File: config.mk
export PLATFORM = sky130hd
export DESIGN_NAME = cu_sequencer_flat
export DESIGN_NICKNAME = d
export VERILOG_FILES = /design/src/rtl/cu_sequencer_if.sv /design/src/rtl/cu_sequencer.sv /design/src/flat_wrapper.sv
export SDC_FILE = /design/constraint.sdc
export NUM_CORES = 1
export LEC_CHECK = 0
export ABC_CLOCK_PERIOD_IN_PS = 2100
export CAP_MARGIN = 20
export CORE_ASPECT_RATIO = 1.75
export CORE_MARGIN = 2
export CORE_UTILIZATION = 39
export DETAILED_ROUTE_END_ITERATION = 12
export HOLD_SLACK_MARGIN = 0.05
export PLACE_DENSITY = 0.8
export SLEW_MARGIN = 20
export SYNTH_ARGS = -nofsm -noshare
export SYNTH_HDL_FRONTEND = slang
export SYNTH_SLANG_ARGS = --single-unit
File: constraint.sdc
create_clock -name CLK -period 2.1 [get_ports CLK]
set_input_delay 0.42 -clock CLK [delete_from_list [all_inputs] [get_ports CLK]]
set_output_delay 0.42 -clock CLK [all_outputs]
set_load 0.01 [all_outputs]
File: src/rtl/cu_sequencer_if.sv
`default_nettype none
// ============================================================================
// Module   : cu_sequencer_if
// Purpose  : Status and control bundle between the control unit and datapath.
// Revision : 1.0
// ============================================================================
interface cu_sequencer_if;
  logic [31:0] IR_OUT;
  logic        CONDTESTER_OUT;
  logic        MOC;
  logic        LSM_DETECT;
  logic        LSM_END;
  logic [34:0] cu_datapath;
  logic [4:0]  state_out;

  modport master (
    input  IR_OUT, CONDTESTER_OUT, MOC, LSM_DETECT, LSM_END,
    output cu_datapath, state_out
  );

  modport slave (
    output IR_OUT, CONDTESTER_OUT, MOC, LSM_DETECT, LSM_END,
    input  cu_datapath, state_out
  );
endinterface
`default_nettype wire

File: src/rtl/cu_sequencer.sv
`default_nettype none
// ============================================================================
// Module   : cu_sequencer
// Purpose  : Moore control unit sequencing fetch/decode/execute for the datapath.
// Revision : 1.0
// ============================================================================
module cu_sequencer (
  input  logic           CLK,
  input  logic           RESET,
  cu_sequencer_if.master bus
);

  typedef enum logic [4:0] {
    ST_RST      = 5'd0,
    ST_FETCH0   = 5'd1,
    ST_FETCH1   = 5'd2,
    ST_FETCH2   = 5'd3,
    ST_DECODE   = 5'd4,
    ST_DP       = 5'd5,
    ST_LS_ADDR  = 5'd6,
    ST_LS_WAIT  = 5'd7,
    ST_LS_WB    = 5'd8,
    ST_LSM_INIT = 5'd9,
    ST_LSM_LOOP = 5'd10,
    ST_LSM_WAIT = 5'd11,
    ST_LSM_NEXT = 5'd12,
    ST_LSM_WB   = 5'd13,
    ST_BR       = 5'd14,
    ST_BRL      = 5'd15
  } state_t;

  localparam logic [4:0] c_alu_sub    = 5'b00010;
  localparam logic [4:0] c_alu_add    = 5'b00100;
  localparam logic [4:0] c_alu_mov    = 5'b01101;
  localparam logic [4:0] c_alu_pass_a = 5'b10000;
  localparam logic [4:0] c_alu_bplus4 = 5'b10010;
  localparam logic [2:0] c_size_word  = 3'b010;
  localparam logic [2:0] c_size_byte  = 3'b000;

  state_t      state_q, state_d;
  logic [34:0] word_q, word_d;
  logic [34:0] moc_bits;
  logic        unused_ir_bits;

  // f = IR[24:20]: {P/opc3, U/opc2, B/opc1, W/opc0, L/S}
  function automatic logic [34:0] decode_word(input state_t st, input logic [4:0] f);
    logic [34:0] w;
    w = '0;
    case (st)
      ST_FETCH0: begin
        w[30]    = 1'b1;
        w[26:25] = 2'd1;
        w[24:22] = 3'd4;
        w[18:17] = 2'd0;
        w[15:11] = c_alu_add;
      end
      ST_FETCH1: begin
        w[32]    = 1'b1;
        w[28]    = 1'b1;
        w[27]    = 1'b1;
        w[26:25] = 2'd1;
        w[21:19] = 3'd1;
        w[15:11] = c_alu_bplus4;
        w[9:7]   = c_size_word;
      end
      ST_FETCH2: begin
        w[28]    = 1'b1;
        w[27]    = 1'b1;
        w[9:7]   = c_size_word;
      end
      ST_DP: begin
        w[33]    = 1'b1;
        w[32]    = (f[4:3] != 2'b10);
        w[24:22] = 3'd1;
        w[21:19] = 3'd3;
        w[18:17] = 2'd1;
        w[15:11] = {1'b0, f[4:1]};
      end
      ST_LS_ADDR: begin
        w[30]    = 1'b1;
        w[29]    = ~f[0];
        w[24:22] = 3'd1;
        w[18:17] = 2'd1;
        w[15:11] = f[3] ? c_alu_add : c_alu_sub;
      end
      ST_LS_WAIT: begin
        w[28]    = f[0];
        w[27]    = 1'b1;
        w[16]    = f[0];
        w[10]    = 1'b1;
        w[9:7]   = f[2] ? c_size_byte : c_size_word;
        w[2:1]   = 2'd1;
        w[0]     = 1'b1;
      end
      ST_LS_WB: begin
        if (f[0]) begin
          w[32]    = 1'b1;
          w[24:22] = 3'd2;
          w[21:19] = 3'd3;
          w[15:11] = c_alu_mov;
        end
      end
      ST_LSM_INIT: begin
        w[30]    = 1'b1;
        w[18:17] = 2'd2;
        w[6]     = 1'b1;
        w[5:3]   = {1'b0, f[4:3]};
      end
      ST_LSM_LOOP: begin
        w[5:3]   = 3'b100;
      end
      ST_LSM_WAIT: begin
        w[32]    = f[0];
        w[28]    = f[0];
        w[27]    = 1'b1;
        w[26:25] = 2'd2;
        w[21:19] = 3'd2;
        w[16]    = f[0];
        w[10]    = 1'b1;
        w[9:7]   = c_size_word;
        w[2:1]   = 2'd1;
        w[0]     = 1'b1;
      end
      ST_LSM_NEXT: begin
        w[30]    = 1'b1;
        w[26:25] = 2'd3;
        w[24:22] = 3'd3;
        w[15:11] = c_alu_bplus4;
      end
      ST_LSM_WB: begin
        if (f[1]) begin
          w[32]    = 1'b1;
          w[18:17] = 2'd3;
        end
      end
      ST_BR: begin
        w[32]    = 1'b1;
        w[26:25] = 2'd1;
        w[24:22] = 3'd1;
        w[21:19] = 3'd1;
        w[15:11] = c_alu_add;
      end
      ST_BRL: begin
        w[32]    = 1'b1;
        w[26:25] = 2'd1;
        w[21:19] = 3'd2;
        w[15:11] = c_alu_pass_a;
      end
      default: w = '0;
    endcase
    return w;
  endfunction

  always_comb begin
    state_d = state_q;
    case (state_q)
      ST_RST:      state_d = ST_FETCH0;
      ST_FETCH0:   state_d = ST_FETCH1;
      ST_FETCH1:   state_d = ST_FETCH2;
      ST_FETCH2:   if (bus.MOC) state_d = ST_DECODE;
      ST_DECODE: begin
        if (!bus.CONDTESTER_OUT)               state_d = ST_FETCH0;
        else if (bus.IR_OUT[27:26] == 2'b00)   state_d = ST_DP;
        else if (bus.IR_OUT[27:26] == 2'b01)   state_d = ST_LS_ADDR;
        else if (bus.IR_OUT[27:25] == 3'b100)  state_d = ST_LSM_INIT;
        else if (bus.IR_OUT[27:25] == 3'b101)  state_d = ST_BR;
        else                                   state_d = ST_FETCH0;
      end
      ST_DP:       state_d = ST_FETCH0;
      ST_LS_ADDR:  state_d = ST_LS_WAIT;
      ST_LS_WAIT:  if (bus.MOC) state_d = ST_LS_WB;
      ST_LS_WB:    state_d = ST_FETCH0;
      ST_LSM_INIT: state_d = ST_LSM_LOOP;
      ST_LSM_LOOP: begin
        // End of list wins over a pending transfer.
        if (bus.LSM_END)         state_d = ST_LSM_WB;
        else if (bus.LSM_DETECT) state_d = ST_LSM_WAIT;
      end
      ST_LSM_WAIT: if (bus.MOC) state_d = ST_LSM_NEXT;
      ST_LSM_NEXT: state_d = ST_LSM_LOOP;
      ST_LSM_WB:   state_d = ST_FETCH0;
      ST_BR:       state_d = bus.IR_OUT[24] ? ST_BRL : ST_FETCH0;
      ST_BRL:      state_d = ST_FETCH0;
      default:     state_d = ST_RST;
    endcase
  end

  // The word is registered alongside the state, so it depends only on the state register.
  always_comb begin
    word_d = decode_word(state_d, bus.IR_OUT[24:20]);
  end

  always_ff @(posedge CLK) begin
    if (!RESET) begin
      state_q <= ST_RST;
      word_q  <= '0;
    end else begin
      state_q <= state_d;
      word_q  <= word_d;
    end
  end

  // Only the IR and MDR latch strobes follow MOC within the cycle.
  always_comb begin
    moc_bits     = '0;
    moc_bits[31] = (state_q == ST_FETCH2) & bus.MOC;
    moc_bits[29] = (state_q == ST_LS_WAIT) & bus.IR_OUT[20] & bus.MOC;
  end

  assign bus.cu_datapath = word_q | moc_bits;
  assign bus.state_out   = state_q;
  assign unused_ir_bits  = ^{bus.IR_OUT[31:28], bus.IR_OUT[19:0]};

endmodule
`default_nettype wire

File: src/flat_wrapper.sv
// flat-port wrapper written by rule: the top's interface ports become plain ports
module cu_sequencer_flat 
  (CLK, RESET, bus_IR_OUT, bus_CONDTESTER_OUT, bus_MOC, bus_LSM_DETECT, bus_LSM_END, bus_cu_datapath, bus_state_out);
  cu_sequencer_if bus_i ();
  input  logic CLK;
  input  logic RESET;
  input wire logic [$bits(bus_i.IR_OUT)-1:0] bus_IR_OUT;
  input wire logic [$bits(bus_i.CONDTESTER_OUT)-1:0] bus_CONDTESTER_OUT;
  input wire logic [$bits(bus_i.MOC)-1:0] bus_MOC;
  input wire logic [$bits(bus_i.LSM_DETECT)-1:0] bus_LSM_DETECT;
  input wire logic [$bits(bus_i.LSM_END)-1:0] bus_LSM_END;
  output wire logic [$bits(bus_i.cu_datapath)-1:0] bus_cu_datapath;
  output wire logic [$bits(bus_i.state_out)-1:0] bus_state_out;
  assign bus_i.IR_OUT = bus_IR_OUT;
  assign bus_i.CONDTESTER_OUT = bus_CONDTESTER_OUT;
  assign bus_i.MOC = bus_MOC;
  assign bus_i.LSM_DETECT = bus_LSM_DETECT;
  assign bus_i.LSM_END = bus_LSM_END;
  assign bus_cu_datapath = bus_i.cu_datapath;
  assign bus_state_out = bus_i.state_out;
  cu_sequencer u_core (.CLK(CLK), .RESET(RESET), .bus(bus_i));
endmodule
==> results.cfg, run 1 <==
[synth]
synthTopCellsByCount = sky130_fd_sc_hd__buf_4, sky130_fd_sc_hd__dfxtp_1, sky130_fd_sc_hd__a21oi_1
synth_flop_cell = sky130_fd_sc_hd__dfxtp_1
synth-edff-count = 0
count_of_mapped_cells_out_of_synthesis = 208
yosysMostFrequentCell = sky130_fd_sc_hd__buf_4
async_flop_share_pct = 0
netlist_area_um2 = 1910
ys_seq_elements = 32
yosysTopAreaCell = sky130_fd_sc_hd__dfxtp_1
synth.top_cells.by_area = sky130_fd_sc_hd__dfxtp_1, sky130_fd_sc_hd__buf_4, sky130_fd_sc_hd__a21oi_1
syn_area_per_cell_um2 = 9.19
synth_top_area_share_pct = 33.5
yosys_warnings = 0
synth_sequential_area_ratio_pct = 33.5
synth.distinct_cells = 53

[cells_and_area]
share_of_post_route_cells_with_drive_strength_above_1_pct = 39.1
area.sequential_um2 = 659
final-instance-count-excl-fill = 351
num_antenna_cells = 0
layout.nets = 336
n_fill_cell = 386
syn_to_final_growth_pct = 59.8
multi_input_gate_area_um2 = 1100

[timing]
timing.setup.tns_ns = 0
final.setup_skew_ns = 0.00449
final_min_period_over_clock_period_pct = 99.8
fmaxAchievable_ghz = 0.477
slew_viol_final = 0
timing.final.crit_period_ns = 2.10
fin_ws_ns = 0.00478
report.final.setup_viol = 0
timing_hold_violations_final = 0
unrepaired_setup_endpoints_after_global_routing = true

[grt]
groute.layer.met3.usage_pct = 3.46
grt_pass1_vias = 1887
antenna_found_initial = 0
busiest_grt_layer = met2
grt_max_degree = 11
wire_length_of_the_first_global_routing_pass_um = 8510
met2_usage_pct = 41.6
grt.overflow.total = 0
global_route.usage.total_pct = 20.2
grtUsageMet1_pct = 17.5

[critical_path]
criticalPathCategory = flip-flop to flip-flop
critical_path.max_stage_delay_ns = 0.37
cp-end-kind = flip-flop
timing.critical_path.cells = buf_6, nor4b_4, nand2_2, o221ai_4, buf_6, a2111oi_4, buf_4, buf_4, o31a_1
timing.critical_path.slowest_stage_cell = sky130_fd_sc_hd__dfxtp_4
setup.reg_to_reg.worst_slack_ns = 0.005
startpoint_type = flip-flop
worstPathMaxFanout = 6
cp.arrival_ns = 2.26
required_ns = 2.27

[die]
die_width_um = 56.9
dieHeight_um = 96.6
num_rows = 33
floorplan.io_pins = 78
core_area_um2 = 4710
design.die.area_um2 = 5500
floorplan.initialDensity_pct = 40.6

[cts]
cts_hold_repair.buffers = 0
cts_sinks = 32
ctsLongestPathBuffers = 2
clk-insertion-delay-late_ns = 0.28
clock_h_tree_levels = 2
worst_setup_hold_path_clk_slew_ns = 0.07
cts-buffers-inserted = 5
tritoncts = done
clockRootBuffer = sky130_fd_sc_hd__clkbuf_8

[outcome]
status = finished clean

[routing]
vias_per_cell = 5.42
detail-route-antenna-nets = 0
detail_route.first_pass.iterations = 4
routed-via-count = 1902
drt-wirelength-per-cell_um = 16.0
drt_first_iter_violations = 64
post-route-drc-count = 0
wl_um = 5630

[placement]
post-dp-hpwl_um = 3990
dp_cells = 328
pre_cts_slack_ns = -0.518
place_congestion = 0.876
port-buffer-count = 48

[min_path]
hp-class = input port to flip-flop

[power_and_ir_drop]
power.static_leakage_uw = 0.00128
power_density_nw_per_um2 = 489
ir_worst_vdd_uv = 640

[flow_run]
maxcap_viol_count = 0
-- kinds of logic (layout without fill, tap and decap cells) --
kind of cell           count (synthesis)  in the layout  share of synthesized area [%]
AO/OA/AOI/OAI                         55             55                           26.7
flip-flops                            32             32                           33.5
other                                  1              6                          0.196
XOR/XNOR                               1              1                          0.852
buffers and inverters                 47            133                           17.0
AND/OR/NAND/NOR                       72             72                           21.7
-- flip-flops by register name, indices dropped and copies added (netlist names) --
signal                count
u_core.bus.state_out      5
u_core.word_q            27
-- area by class of cell --
cell class / count / area share, %
flip-flops and latches: 32 / 21.6
clock inverters: 1 / 0.984
repair buffers: 120 / 35.4
clock buffers: 7 / 3.16
multi-input cells: 134 / 36.1
well taps: 52 / 2.13
inverters: 5 / 0.615
-- power by group --
part / internal [uW] / total, uW / switching, uW
clock network: 418 / 634 / 215
logic: 124 / 233 / 109
registers: 615 / 626 / 11.1
-- worst max-delay path: cells and delay by family (launching register included) --
kind | cells | cell delay, ns
AO/OA/AOI/OAI | 3 | 0.59
buffers and inverters | 4 | 0.58
AND/OR/NAND/NOR | 2 | 0.44
flip-flops | 1 | 0.37
-- path summary, 6_finish.rpt --
kind                                 from           endpoint  cells after the start
setup / recovery  u_core.bus.state_out[1]  u_core.word_q[19]                      9
hold / removal             bus_IR_OUT[24]   u_core.word_q[4]                      3
setup reg to reg  u_core.bus.state_out[1]  u_core.word_q[19]                      9
hold reg to reg   u_core.bus.state_out[0]  u_core.word_q[22]                      3
-- repair_timing --
item	in CTS	in global routing
gates cloned	0	0
buffers inserted	6	9
hold endpoints to repair	0	0
resized for setup	28	31
pin swaps	8	16
endpoints found under the setup margin	18	19
-- metal layers --
layer | up-vias | routed length [um]
met2 | 81 | 3210
met1 | 914 | 1870
met3 | 26 | 270
li1 | 881 | -
met5 | - | 0
met4 | 0 | 279
-- placed cells by master (no fill, tap or decap), types with 2 or more instances in the layout --
cell / netlist / routed
sky130_fd_sc_hd__and2_1: 9 / 8
sky130_fd_sc_hd__o21a_1: 3 / 3
sky130_fd_sc_hd__nor2_1: 13 / 12
sky130_fd_sc_hd__clkbuf_8: 0 / 7
sky130_fd_sc_hd__dlymetal6s2s_1: 0 / 5
sky130_fd_sc_hd__nor3_1: 3 / 3
sky130_fd_sc_hd__nor3b_4: 0 / 2
sky130_fd_sc_hd__a2111oi_4: 1 / 2
sky130_fd_sc_hd__a21o_1: 2 / 2
sky130_fd_sc_hd__a21oi_2: 0 / 3
sky130_fd_sc_hd__a21oi_1: 18 / 15
sky130_fd_sc_hd__a32oi_1: 2 / 2
sky130_fd_sc_hd__and3_4: 0 / 2
sky130_fd_sc_hd__nor2_2: 1 / 2
sky130_fd_sc_hd__o21ai_0: 6 / 5
sky130_fd_sc_hd__dfxtp_1: 32 / 27
sky130_fd_sc_hd__dfxtp_4: 0 / 5
sky130_fd_sc_hd__nor4_1: 2 / 2
sky130_fd_sc_hd__conb_1: 1 / 6
sky130_fd_sc_hd__dlygate4sd2_1: 0 / 2
sky130_fd_sc_hd__buf_4: 34 / 60
sky130_fd_sc_hd__nand2b_1: 9 / 9
sky130_fd_sc_hd__inv_1: 5 / 5
sky130_fd_sc_hd__nand2_1: 10 / 9
sky130_fd_sc_hd__buf_6: 2 / 11
sky130_fd_sc_hd__o31a_1: 4 / 4
sky130_fd_sc_hd__clkdlybuf4s50_1: 0 / 40
sky130_fd_sc_hd__nor2b_4: 0 / 2
sky130_fd_sc_hd__and3_1: 5 / 3
sky130_fd_sc_hd__nor2b_1: 7 / 5
sky130_fd_sc_hd__o41a_1: 2 / 2
-- per-stage QoR --
stage                     utilization [%]  total power (uW)  area, um^2  hold WS (ns)
final                                64.9              1490        3050         0.678
after global routing                 64.9              1550        3050         0.688
after CTS                            61.3              1490        2890         0.636
after detailed placement             55.4               845        2610         0.989
after global placement               55.4               841        2610         0.997
after floorplan                         -               751        1930         0.498
Power figures use the tool's default switching activity.
==> inputs of run 2 (changes only) <==
Settings changed: GPL_TIMING_DRIVEN set to 0, MAX_ROUTING_LAYER set to met4.
==> results.cfg, run 2 (synthesis gave the netlist of run 1 again) <==
[critical_path]
required_ns = 2.27
r2r_cells = 8
timing.rr.end = u_core.word_q[32]
setup.reg_to_reg.worst_slack_ns = -0.02
cp.arrival_ns = 2.29
crit_start = u_core.bus.state_out[0]
startpoint_type = flip-flop
cp-end-kind = flip-flop
criticalPathCategory = flip-flop to flip-flop
worstPathMaxFanout = 8
rr_startpoint = u_core.bus.state_out[0]

[cts]
ctsLongestPathBuffers = 2
worst_setup_hold_path_clk_slew_ns = 0.06
cts_sinks = 32
cts-buffers-inserted = 5
clock_h_tree_levels = 2
tritoncts = done
clk-insertion-delay-late_ns = 0.28
cts_hold_repair.buffers = 0
clockRootBuffer = sky130_fd_sc_hd__clkbuf_8

[placement]
dp_cells = 313
post-dp-hpwl_um = 3510
pre_cts_slack_ns = -0.676
port-buffer-count = 48
place_congestion = 0.923

[routing]
drt-wirelength-per-cell_um = 15.1
vias_per_cell = 5.24
drt_first_iter_violations = 45
wl_um = 5170
detail-route-antenna-nets = 0
detail_route.first_pass.iterations = 4
post-route-drc-count = 0
routed-via-count = 1792

[grt]
grt_max_degree = 11
grt_pass1_vias = 1680
antenna_found_initial = 0
wire_length_of_the_first_global_routing_pass_um = 7820
global_route.usage.total_pct = 19.0
grt.overflow.total = 0

[cells_and_area]
layout.nets = 328
layout_commonest_cell = sky130_fd_sc_hd__buf_4
final_cell_mix = sky130_fd_sc_hd__buf_4, sky130_fd_sc_hd__clkdlybuf4s50_1, sky130_fd_sc_hd__dfxtp_1
number_of_flip_flops_in_the_largest_register = 27
n_fill_cell = 401
final-instance-count-excl-fill = 342
largest-register = u_core.word_q
syn_to_final_growth_pct = 55.0
share_of_post_route_cells_with_drive_strength_above_1_pct = 38.3
num_antenna_cells = 0

[die]
num_rows = 33
core_area_um2 = 4710
die_width_um = 56.9
dieHeight_um = 96.6
floorplan.initialDensity_pct = 40.6
design.die.area_um2 = 5500
floorplan.io_pins = 78

[timing]
final.setup_skew_ns = 0.00655
max_slew_margin_pct = 65.5
slew_viol_final = 0
timing.final.crit_period_ns = 2.12
fmaxAchievable_ghz = 0.471
tightestPinTransition_ns = 0.515
timing_hold_violations_final = 0
report.final.setup_viol = 6
unrepaired_setup_endpoints_after_global_routing = true
timing.setup.tns_ns = -0.0667
fin_ws_ns = -0.0224
whs_ns = 0.624
final_min_period_over_clock_period_pct = 101

[min_path]
worstHoldPathCells = 2
hold_path_end = u_core.word_q[4]
hp-class = input port to flip-flop
min-delay-start = bus_IR_OUT[24]

[outcome]
violations = negative setup slack
status = finished, violations left

[power_and_ir_drop]
power.static_leakage_uw = 0.00123
power_density_nw_per_um2 = 461
ir_worst_vdd_uv = 368
power_uw = 1370

[flow_run]
maxcap_viol_count = 0
-- run 2: cell count changes in the layout (fill, tap and decap cells not counted), sizes merged --
cell and delta:
dlymetal6s2s -1, buf -11, bufinv -1, clkbuf +3
dlygate4sd2 +1
-- run 2: final cells by class --
class	count	area (um^2)	area share (%)
Multi-Input combinational cell	134	1100	37.3
Timing Repair Buffer	70	684	23.1
Sequential cell	32	653	22.1
Buffer	42	340	11.5
Clock buffer	7	96.3	3.25
Tap cell	52	65.1	2.20
Inverter	5	18.8	0.634
-- run 2: worst max-delay path: stages, from the launching register on --
cell                       delay (ns)
sky130_fd_sc_hd__dfxtp_4         0.38
sky130_fd_sc_hd__buf_12          0.14
sky130_fd_sc_hd__xor2_2          0.19
sky130_fd_sc_hd__a32oi_4         0.24
sky130_fd_sc_hd__buf_4           0.18
sky130_fd_sc_hd__o221ai_4        0.13
sky130_fd_sc_hd__and3_4          0.22
sky130_fd_sc_hd__a31o_1          0.21
sky130_fd_sc_hd__o31a_1          0.29
-- run 2: layer usage --
metal,up-vias,part of all wire (%),global-route usage (%)
li1,862,-,-
met1,847,35,17.7
met2,70,58,37.3
met3,13,4.8,2.53
met4,0,2.2,9.30
met5,-,0,-
-- run 2: worst max path at each step --
stage | end | cells past startpoint
global placement | bus_cu_datapath[29] | 5
detailed placement | bus_cu_datapath[29] | 5
global route | u_core.word_q[12] | 10
finish | u_core.word_q[32] | 8
CTS | bus_cu_datapath[29] | 6
floorplan | u_core.word_q[11] | 8
-- run 2: what timing repair did --
item,4_1_cts,5_1_grt
pin swaps,10,9
gates resized for setup,28,30
buffers inserted,12,9
setup endpoints to repair,21,22
cloned,0,1
-- run 2: per-stage QoR --
step | util (%) | cell area [um^2]
floorplan | - | 1930
global placement | 52.6 | 2470
detailed placement | 52.6 | 2470
CTS | 58.9 | 2770
global route | 62.9 | 2960
finish | 62.9 | 2960
-- run 2: power breakdown --
part | switching [uW] | internal, uW
clock network | 216 | 291
registers | 8.19 | 616
logic | 111 | 123
